<file path="config.mk">
export PLATFORM = sky130hd
export DESIGN_NAME = shift_sequencer_flat
export DESIGN_NICKNAME = d
export VERILOG_FILES = /design/src/rtl/shift_sequencer_if.sv /design/src/rtl/shift_sequencer.sv /design/src/flat_wrapper.sv
export SDC_FILE = /design/constraint.sdc
export NUM_CORES = 1
export LEC_CHECK = 0
export ABC_AREA = 0
export CAP_MARGIN = 25
export CORE_MARGIN = 10
export CORE_UTILIZATION = 35
export DETAILED_ROUTE_END_ITERATION = 10
export PLACE_DENSITY = 0.63
export RECOVER_POWER = 50
export SYNTH_ARGS = -nofsm -noshare
export SYNTH_HDL_FRONTEND = slang
export SYNTH_SLANG_ARGS = --single-unit
</file>
<file path="constraint.sdc">
create_clock -name clk -period 4.5 [get_ports clk]
set_input_delay 0.675 -clock clk [delete_from_list [all_inputs] [get_ports clk]]
set_output_delay 0.675 -clock clk [all_outputs]
set_load 0.02 [all_outputs]
</file>
<file path="src/rtl/shift_sequencer_if.sv">
// ---------------------------------------------------------------------------
// shift_sequencer_if
//   Request/response bundle for shift_sequencer. The requester (pipeline
//   decode stage) uses the master modport and the sequencer uses the slave
//   modport. clk and rst are not carried here.
//
//   flush            master->slave  synchronous abort of any in-flight op
//   in_valid         master->slave  request presented
//   in_ready         slave->master  sequencer can accept a request
//   imm              master->slave  immediate operand mode
//   for_mem          master->slave  memory-offset mode
//   shifter_operand  master->slave  operand-2 encoding
//   Val_Rm           master->slave  register operand value
//   out_valid        slave->master  Val2_out holds a completed result
//   out_ready        master->slave  consumer accepts result
//   Val2_out         slave->master  generated operand 2
//   busy             slave->master  sequencer not idle (stall hint)
// ---------------------------------------------------------------------------
interface shift_sequencer_if #(
    parameter int WORD_WIDTH            = 32,
    parameter int SHIFTER_OPERAND_WIDTH = 12
);
    logic                             flush;
    logic                             in_valid;
    logic                             in_ready;
    logic                             imm;
    logic                             for_mem;
    logic [SHIFTER_OPERAND_WIDTH-1:0] shifter_operand;
    logic [WORD_WIDTH-1:0]            Val_Rm;
    logic                             out_valid;
    logic                             out_ready;
    logic [WORD_WIDTH-1:0]            Val2_out;
    logic                             busy;

    modport master (
        output flush, in_valid, imm, for_mem, shifter_operand, Val_Rm, out_ready,
        input  in_ready, out_valid, Val2_out, busy
    );

    modport slave (
        input  flush, in_valid, imm, for_mem, shifter_operand, Val_Rm, out_ready,
        output in_ready, out_valid, Val2_out, busy
    );
endinterface

</file>
<file path="src/rtl/shift_sequencer.sv">
// ---------------------------------------------------------------------------
// shift_sequencer
//   Generates ARM-style operand 2 with a small iterative barrel shifter that
//   moves at most STEP bit positions per cycle. Three modes, in priority:
//     for_mem  : zero-extended shifter_operand, no shift
//     imm      : zero-extended imm8 rotated right by 2*rot4
//     register : Val_Rm shifted by shift_imm5 using LSL/LSR/ASR/ROR
//   A request is accepted in IDLE, walks through SHIFT for ceil(amount/STEP)
//   cycles (skipped when the amount is zero) and is held in DONE until the
//   consumer raises out_ready.
//
//   Ports
//     clk  : clock, rising edge
//     rst  : asynchronous, active-high reset
//     bus  : shift_sequencer_if.slave (request, response, flush, busy)
//
//   The interface instance must be built with the same WORD_WIDTH and
//   SHIFTER_OPERAND_WIDTH as this module; SHIFTER_OPERAND_WIDTH >= 12 and
//   STEP in 1..16.
// ---------------------------------------------------------------------------
module shift_sequencer #(
    parameter int WORD_WIDTH            = 32,
    parameter int SHIFTER_OPERAND_WIDTH = 12,
    parameter int STEP                  = 4
) (
    input  logic              clk,
    input  logic              rst,
    shift_sequencer_if.slave  bus
);

    typedef enum logic [1:0] {
        IDLE  = 2'd0,
        SHIFT = 2'd1,
        DONE  = 2'd2
    } state_t;

    // Encoding matches shifter_operand[6:5].
    typedef enum logic [1:0] {
        SH_LSL = 2'b00,
        SH_LSR = 2'b01,
        SH_ASR = 2'b10,
        SH_ROR = 2'b11
    } shift_t;

    localparam int              AMT_W    = 5;
    localparam logic [AMT_W-1:0] STEP_AMT = AMT_W'(STEP);

    state_t                r_state;
    state_t                w_next_state;

    logic [WORD_WIDTH-1:0] r_work;
    shift_t                r_type;
    logic [AMT_W-1:0]      r_remaining;
    logic [WORD_WIDTH-1:0] r_val2;

    logic [WORD_WIDTH-1:0] w_in_work;
    logic [AMT_W-1:0]      w_in_amount;
    shift_t                w_in_type;

    logic [AMT_W-1:0]      w_step;
    logic [WORD_WIDTH-1:0] w_shifted;
    logic                  w_last_step;

    // ------------------------------------------------------------------
    // Request decode: working value, shift type and total amount.
    // ------------------------------------------------------------------
    // NOTE: every combinational output gets a default first so no path
    // leaves it unassigned, which would otherwise infer a latch.
    always_comb begin
        w_in_work   = '0;
        w_in_amount = '0;
        w_in_type   = SH_ROR;
        if (bus.for_mem) begin
            w_in_work = WORD_WIDTH'(bus.shifter_operand);
        end else if (bus.imm) begin
            w_in_work   = WORD_WIDTH'(bus.shifter_operand[7:0]);
            w_in_amount = {bus.shifter_operand[11:8], 1'b0};
        end else begin
            w_in_work   = bus.Val_Rm;
            w_in_amount = bus.shifter_operand[11:7];
            w_in_type   = shift_t'(bus.shifter_operand[6:5]);
        end
    end

    // ------------------------------------------------------------------
    // One partial shift per cycle. Chaining partial shifts gives the same
    // result as a single full shift: ASR re-reads the preserved sign bit
    // each step and ROR is closed under composition.
    // ------------------------------------------------------------------
    assign w_step      = (r_remaining > STEP_AMT) ? STEP_AMT : r_remaining;
    assign w_last_step = (r_remaining == w_step);

    always_comb begin
        w_shifted = r_work;
        case (r_type)
            SH_LSL:  w_shifted = r_work << w_step;
            SH_LSR:  w_shifted = r_work >> w_step;
            SH_ASR:  w_shifted = $signed(r_work) >>> w_step;
            default: w_shifted = (r_work >> w_step)
                               | (r_work << (WORD_WIDTH - int'(w_step)));
        endcase
    end

    // ------------------------------------------------------------------
    // FSM: state register
    // ------------------------------------------------------------------
    // NOTE: clocked state uses non-blocking assignments so every register
    // samples pre-edge values regardless of process ordering.
    always_ff @(posedge clk or posedge rst) begin
        if (rst) begin
            r_state <= IDLE;
        end else if (bus.flush) begin
            r_state <= IDLE;
        end else begin
            r_state <= w_next_state;
        end
    end

    // FSM: next-state logic
    always_comb begin
        w_next_state = r_state;
        case (r_state)
            IDLE: begin
                if (bus.in_valid) begin
                    w_next_state = (w_in_amount == '0) ? DONE : SHIFT;
                end
            end
            SHIFT: begin
                if (w_last_step) begin
                    w_next_state = DONE;
                end
            end
            DONE: begin
                if (bus.out_ready) begin
                    w_next_state = IDLE;
                end
            end
            default: w_next_state = IDLE;
        endcase
    end

    // FSM: outputs
    always_comb begin
        bus.in_ready  = (r_state == IDLE);
        bus.out_valid = (r_state == DONE);
        bus.busy      = (r_state != IDLE);
    end

    assign bus.Val2_out = r_val2;

    // ------------------------------------------------------------------
    // Datapath. r_val2 only changes on the way into DONE, so Val2_out keeps
    // its last result while idle or shifting.
    // ------------------------------------------------------------------
    always_ff @(posedge clk or posedge rst) begin
        if (rst) begin
            r_work      <= '0;
            r_type      <= SH_LSL;
            r_remaining <= '0;
            r_val2      <= '0;
        end else if (bus.flush) begin
            r_remaining <= '0;
        end else begin
            case (r_state)
                IDLE: begin
                    if (bus.in_valid) begin
                        r_work      <= w_in_work;
                        r_type      <= w_in_type;
                        r_remaining <= w_in_amount;
                        if (w_in_amount == '0) begin
                            r_val2 <= w_in_work;
                        end
                    end
                end
                SHIFT: begin
                    r_work      <= w_shifted;
                    r_remaining <= r_remaining - w_step;
                    if (w_last_step) begin
                        r_val2 <= w_shifted;
                    end
                end
                default: ;
            endcase
        end
    end

endmodule
</file>
<file path="src/flat_wrapper.sv">
// flat-port wrapper written by rule: the top's interface ports become plain ports
module shift_sequencer_flat 
#(
    parameter int WORD_WIDTH            = 32,
    parameter int SHIFTER_OPERAND_WIDTH = 12,
    parameter int STEP                  = 4
)
  (clk, rst, bus_flush, bus_in_valid, bus_imm, bus_for_mem, bus_shifter_operand, bus_Val_Rm, bus_out_ready, bus_in_ready, bus_out_valid, bus_Val2_out, bus_busy);
  shift_sequencer_if #(.WORD_WIDTH(WORD_WIDTH), .SHIFTER_OPERAND_WIDTH(SHIFTER_OPERAND_WIDTH)) bus_i ();
  input  logic clk;
  input  logic rst;
  input wire logic [$bits(bus_i.flush)-1:0] bus_flush;
  input wire logic [$bits(bus_i.in_valid)-1:0] bus_in_valid;
  input wire logic [$bits(bus_i.imm)-1:0] bus_imm;
  input wire logic [$bits(bus_i.for_mem)-1:0] bus_for_mem;
  input wire logic [$bits(bus_i.shifter_operand)-1:0] bus_shifter_operand;
  input wire logic [$bits(bus_i.Val_Rm)-1:0] bus_Val_Rm;
  input wire logic [$bits(bus_i.out_ready)-1:0] bus_out_ready;
  output wire logic [$bits(bus_i.in_ready)-1:0] bus_in_ready;
  output wire logic [$bits(bus_i.out_valid)-1:0] bus_out_valid;
  output wire logic [$bits(bus_i.Val2_out)-1:0] bus_Val2_out;
  output wire logic [$bits(bus_i.busy)-1:0] bus_busy;
  assign bus_i.flush = bus_flush;
  assign bus_i.in_valid = bus_in_valid;
  assign bus_i.imm = bus_imm;
  assign bus_i.for_mem = bus_for_mem;
  assign bus_i.shifter_operand = bus_shifter_operand;
  assign bus_i.Val_Rm = bus_Val_Rm;
  assign bus_i.out_ready = bus_out_ready;
  assign bus_in_ready = bus_i.in_ready;
  assign bus_out_valid = bus_i.out_valid;
  assign bus_Val2_out = bus_i.Val2_out;
  assign bus_busy = bus_i.busy;
  shift_sequencer #(.WORD_WIDTH(WORD_WIDTH), .SHIFTER_OPERAND_WIDTH(SHIFTER_OPERAND_WIDTH), .STEP(STEP)) u_core (.clk(clk), .rst(rst), .bus(bus_i));
endmodule
</file>
==> impl_metrics.csv <==
group,metric,value,unit
synth,synthMostInstantiatedCell,"nand2_1",
setup_path,cp-endpoint,"u_core.bus.Val2_out[9]",
global_routing,use_met1,0.262,
setup_path,endpoint_kind,"register",
setup_path,start_kind,"register",
synth,synth.distinct_cells,73,
setup_path,crit_path_max_incr_delay,0.65,ns
setup_path,required,4.79,ns
synth,synthTopCellsByArea,"dfrtp_1 (27%), mux4_2 (11%), nand2_1 (8.2%)",
global_routing,grt_busiest_layer,"met2",
setup_path,reg2reg_depth,8,
placed_design,gp_congestion,0.957,
setup_path,path_common_cell,"or4b_1",
power,power_density,356,nW/um^2
timing,skew,0.00899,ns
setup_path,worstPathMaxFanout,13,
setup_path,slowest_stage,"or4b_1",
synth,synthCells,818,
clock_network,path_clk_slew,0.06,ns
power,power_leakage,3.15,nW
synth,synth-edff-count,0,
clock_network,post-cts-setup-buffer-count,0,
timing,setup_viol,0,
global_routing,grt_util_met3,0.0524,
synth,synth_nets,872,
setup_path,critical_path.cell_chain,"or4b_1 -> ha_1 -> or4b_1 -> or2_1 -> o311ai_2 -> o21ai_1 -> a211oi_2 -> mux2_2",
drt,wl,25600,microns
synth,synth_area,6800,sq um
cells_and_area,fin_util,0.427,
clock_network,cts_tree,"done",
run,maxCapViolCount,2,
synth,yosys.area.top_type,"dfrtp_1",
setup_path,regToRegSetupSlack,0.73,ns
setup_path,arrival,4.07,ns
drt,first_pass_iters,5,
drt,vias,6871,
timing,max-slew-margin-rel,-0.381,
global_routing,track_usage,0.195,
synth,synth-seq-cells,73,
global_routing,global_route.usage.met2,0.292,
drt,ant_nets,0,
cells_and_area,syn2layout_area_growth,18.4,%
global_routing,grt_max_degree,52,
global_routing,antenna_found_initial,0,
outcome,status,"complete, but fails checks",
outcome,violations,"max-capacitance violations, max-slew violations",
placed_design,dpl.hpwl,17500,microns
timing,setup_tns,0,ns
floorplanning,chipHeight,159,microns
timing,final.min_clock_period,3.77,ns
floorplanning,dieArea,25400,sq um
global_routing,grt_pass1_vias,6721,
drt,wl_per_cell,23.2,microns
worst_hold_path,hp-class,"reg -> reg",
power,pwr-share-seq,0.344,
timing,fin_crit_sh,0.839,
clock_network,cts_hold_repair.buffers,0,
clock_network,cts_resized,0,
timing,fmax,0.265,GHz
cells_and_area,drive_gt1_frac,0.136,
clock_network,clock_path_buffers,2,
power,pwr-share-clk,0.270,
synth,syn_avg_cell_area,8.32,sq um
synth,synth_common_cells,"nand2_1 (149), dfrtp_1 (73), clkbuf_1 (71)",
global_routing,overflow,0,
floorplanning,fp.coreArea,18900,sq um
timing,hold_viol,0,
floorplanning,row_count,50,
global_routing,grt_pass1_wl,39900,microns
synth,synth-warning-count,0,
floorplanning,die_w,159,microns
synth,ys_seq_area_frac,0.268,
synth,synth_ff_type,"dfrtp_1",
drt,drcViolationCount,0,
timing,rsz0062_at_grt,"no",
cells_and_area,n_antenna_cell,0,
synth,synth_top_area_share,0.268,
clock_network,cts_buffers,9,
power,peakVddDrop,0.190,mV
setup_path,worst-setup-path-type,"reg -> reg",
power,p_sw,0.00113,W
setup_path,r2r-end,"u_core.bus.Val2_out[9]",
setup_path,critPathLaunch,"u_core.r_remaining[3]",
placed_design,io_buffer_count,85,
clock_network,clk_latency,0.36,ns
clock_network,clock-sinks,73,
timing,worst_pin_slew,2.07,ns
power,swShare,0.394,
cells_and_area,nNetsFinal,890,
synth,async_flop_share,1.00,
floorplanning,io_pins,86,
power,power.internal,0.00174,W
timing,final_max_slew_viol_count,89,
drt,vias_per_cell,6.24,
setup_path,r2r-start,"u_core.r_remaining[3]",
clock_network,h-tree-depth,3,
power,combinationalPowerShare,0.387,
clock_network,cts_root_buf,"clkbuf_16",
floorplanning,start_util,0.360,
drt,first_iter_violations,954,
==> flip-flops by register name (all words and copies together), names as in the netlist <==
register and cells:
u_core.bus.Val2_out 32, u_core.r_type 2, u_core.r_remaining 5, u_core.r_work 32, u_core.r_state 2
==> cell families (layout without fill, tap and decap cells) <==
logic type	Yosys count	after routing	share of synthesized area
compound gates	242	242	0.239
fa+ha+maj	3	3	0.00552
buf+inv	112	135	0.0726
other cells	2	2	0.00110
flops	73	73	0.268
simple gates	274	274	0.180
mux	112	112	0.233
==> layout by cell type (no fill, tap or decap), types with 5 or more instances in the layout <==
cell,n
dlygate4sd3_1,17
o21ai_0,59
a32oi_1,6
mux2i_1,51
mux2_2,26
buf_4,18
nor2b_1,6
inv_1,10
clkbuf_16,9
nand2_1,149
a22oi_1,6
nor3_1,12
dfrtp_1,73
a311oi_1,5
a221oi_1,9
clkdlybuf4s50_1,68
a21oi_1,54
o31ai_1,22
o211ai_1,7
a31oi_1,18
nand3_1,22
mux4_2,34
a211oi_1,12
nor2_1,41
nand2b_1,8
a221o_1,5
==> worst min path at each step <==
stage / startpoint / endpoint / slack, ns / cells after the start
finish: u_core.bus.Val2_out[11] / u_core.bus.Val2_out[11] / 0.47 / 2
global route: u_core.bus.Val2_out[24] / u_core.bus.Val2_out[24] / 0.50 / 2
CTS: u_core.bus.Val2_out[11] / u_core.bus.Val2_out[11] / 0.48 / 2
detailed placement: u_core.bus.Val2_out[20] / u_core.bus.Val2_out[20] / 0.47 / 2
global placement: u_core.bus.Val2_out[16] / u_core.bus.Val2_out[16] / 0.46 / 2
floorplan: u_core.r_state[1] / u_core.r_state[0] / 0.52 / 1
==> routing by layer <==
layer	part of all wire	routed length, microns	up-vias
met5	0	0	-
li1	-	-	3068
met2	0.44	11400	473
met3	0.11	2860	56
met4	0.028	718	0
met1	0.42	10600	3274
==> worst max-delay path, delay by kind of cell, from the launching register on <==
family | cells | cell delay (ns)
AND/OR/NAND/NOR | 3 | 1.59
multiplexers | 1 | 0.23
flip-flops | 1 | 0.64
AO/OA/AOI/OAI | 3 | 0.85
adder cells (fa/ha/maj) | 1 | 0.39
==> stage by stage <==
step | setup WS, ns | hold WS, ns | cells | area, sq um | total power, W
after CTS | 0.854 | 0.484 | 1101 | 8070 | 0.00287
after global placement | 0.966 | 0.462 | 1085 | 7760 | 0.00209
after detailed placement | 0.870 | 0.471 | 1085 | 7760 | 0.00209
after floorplan | 1.12 | 0.519 | 818 | 6800 | 0.00167
final | 0.725 | 0.469 | 1101 | 8060 | 0.00287
after global routing | 0.595 | 0.504 | 1101 | 8060 | 0.00300
==> power by group through the flow <==
stage               Clock, W  Sequential (W)  Combinational [W]
floorplan                  0        0.000909           0.000756
global placement           0        0.000987            0.00110
CTS                 0.000782        0.000976            0.00111
global route        0.000802         0.00100            0.00120
finish              0.000774        0.000985            0.00111
detailed placement         0        0.000987            0.00111
==> cell type report <==
cell class                 count  area [sq um]
tap                          260           325
timing repair buffer         107          1030
clock buffer                  14           274
inverter                      12          48.8
multi-input combinational    633          4510
fill                        1934         10800
sequential                    73          1830
clock inverter                 2          35.0
Note: power is estimated with default switching activity, not from simulation.
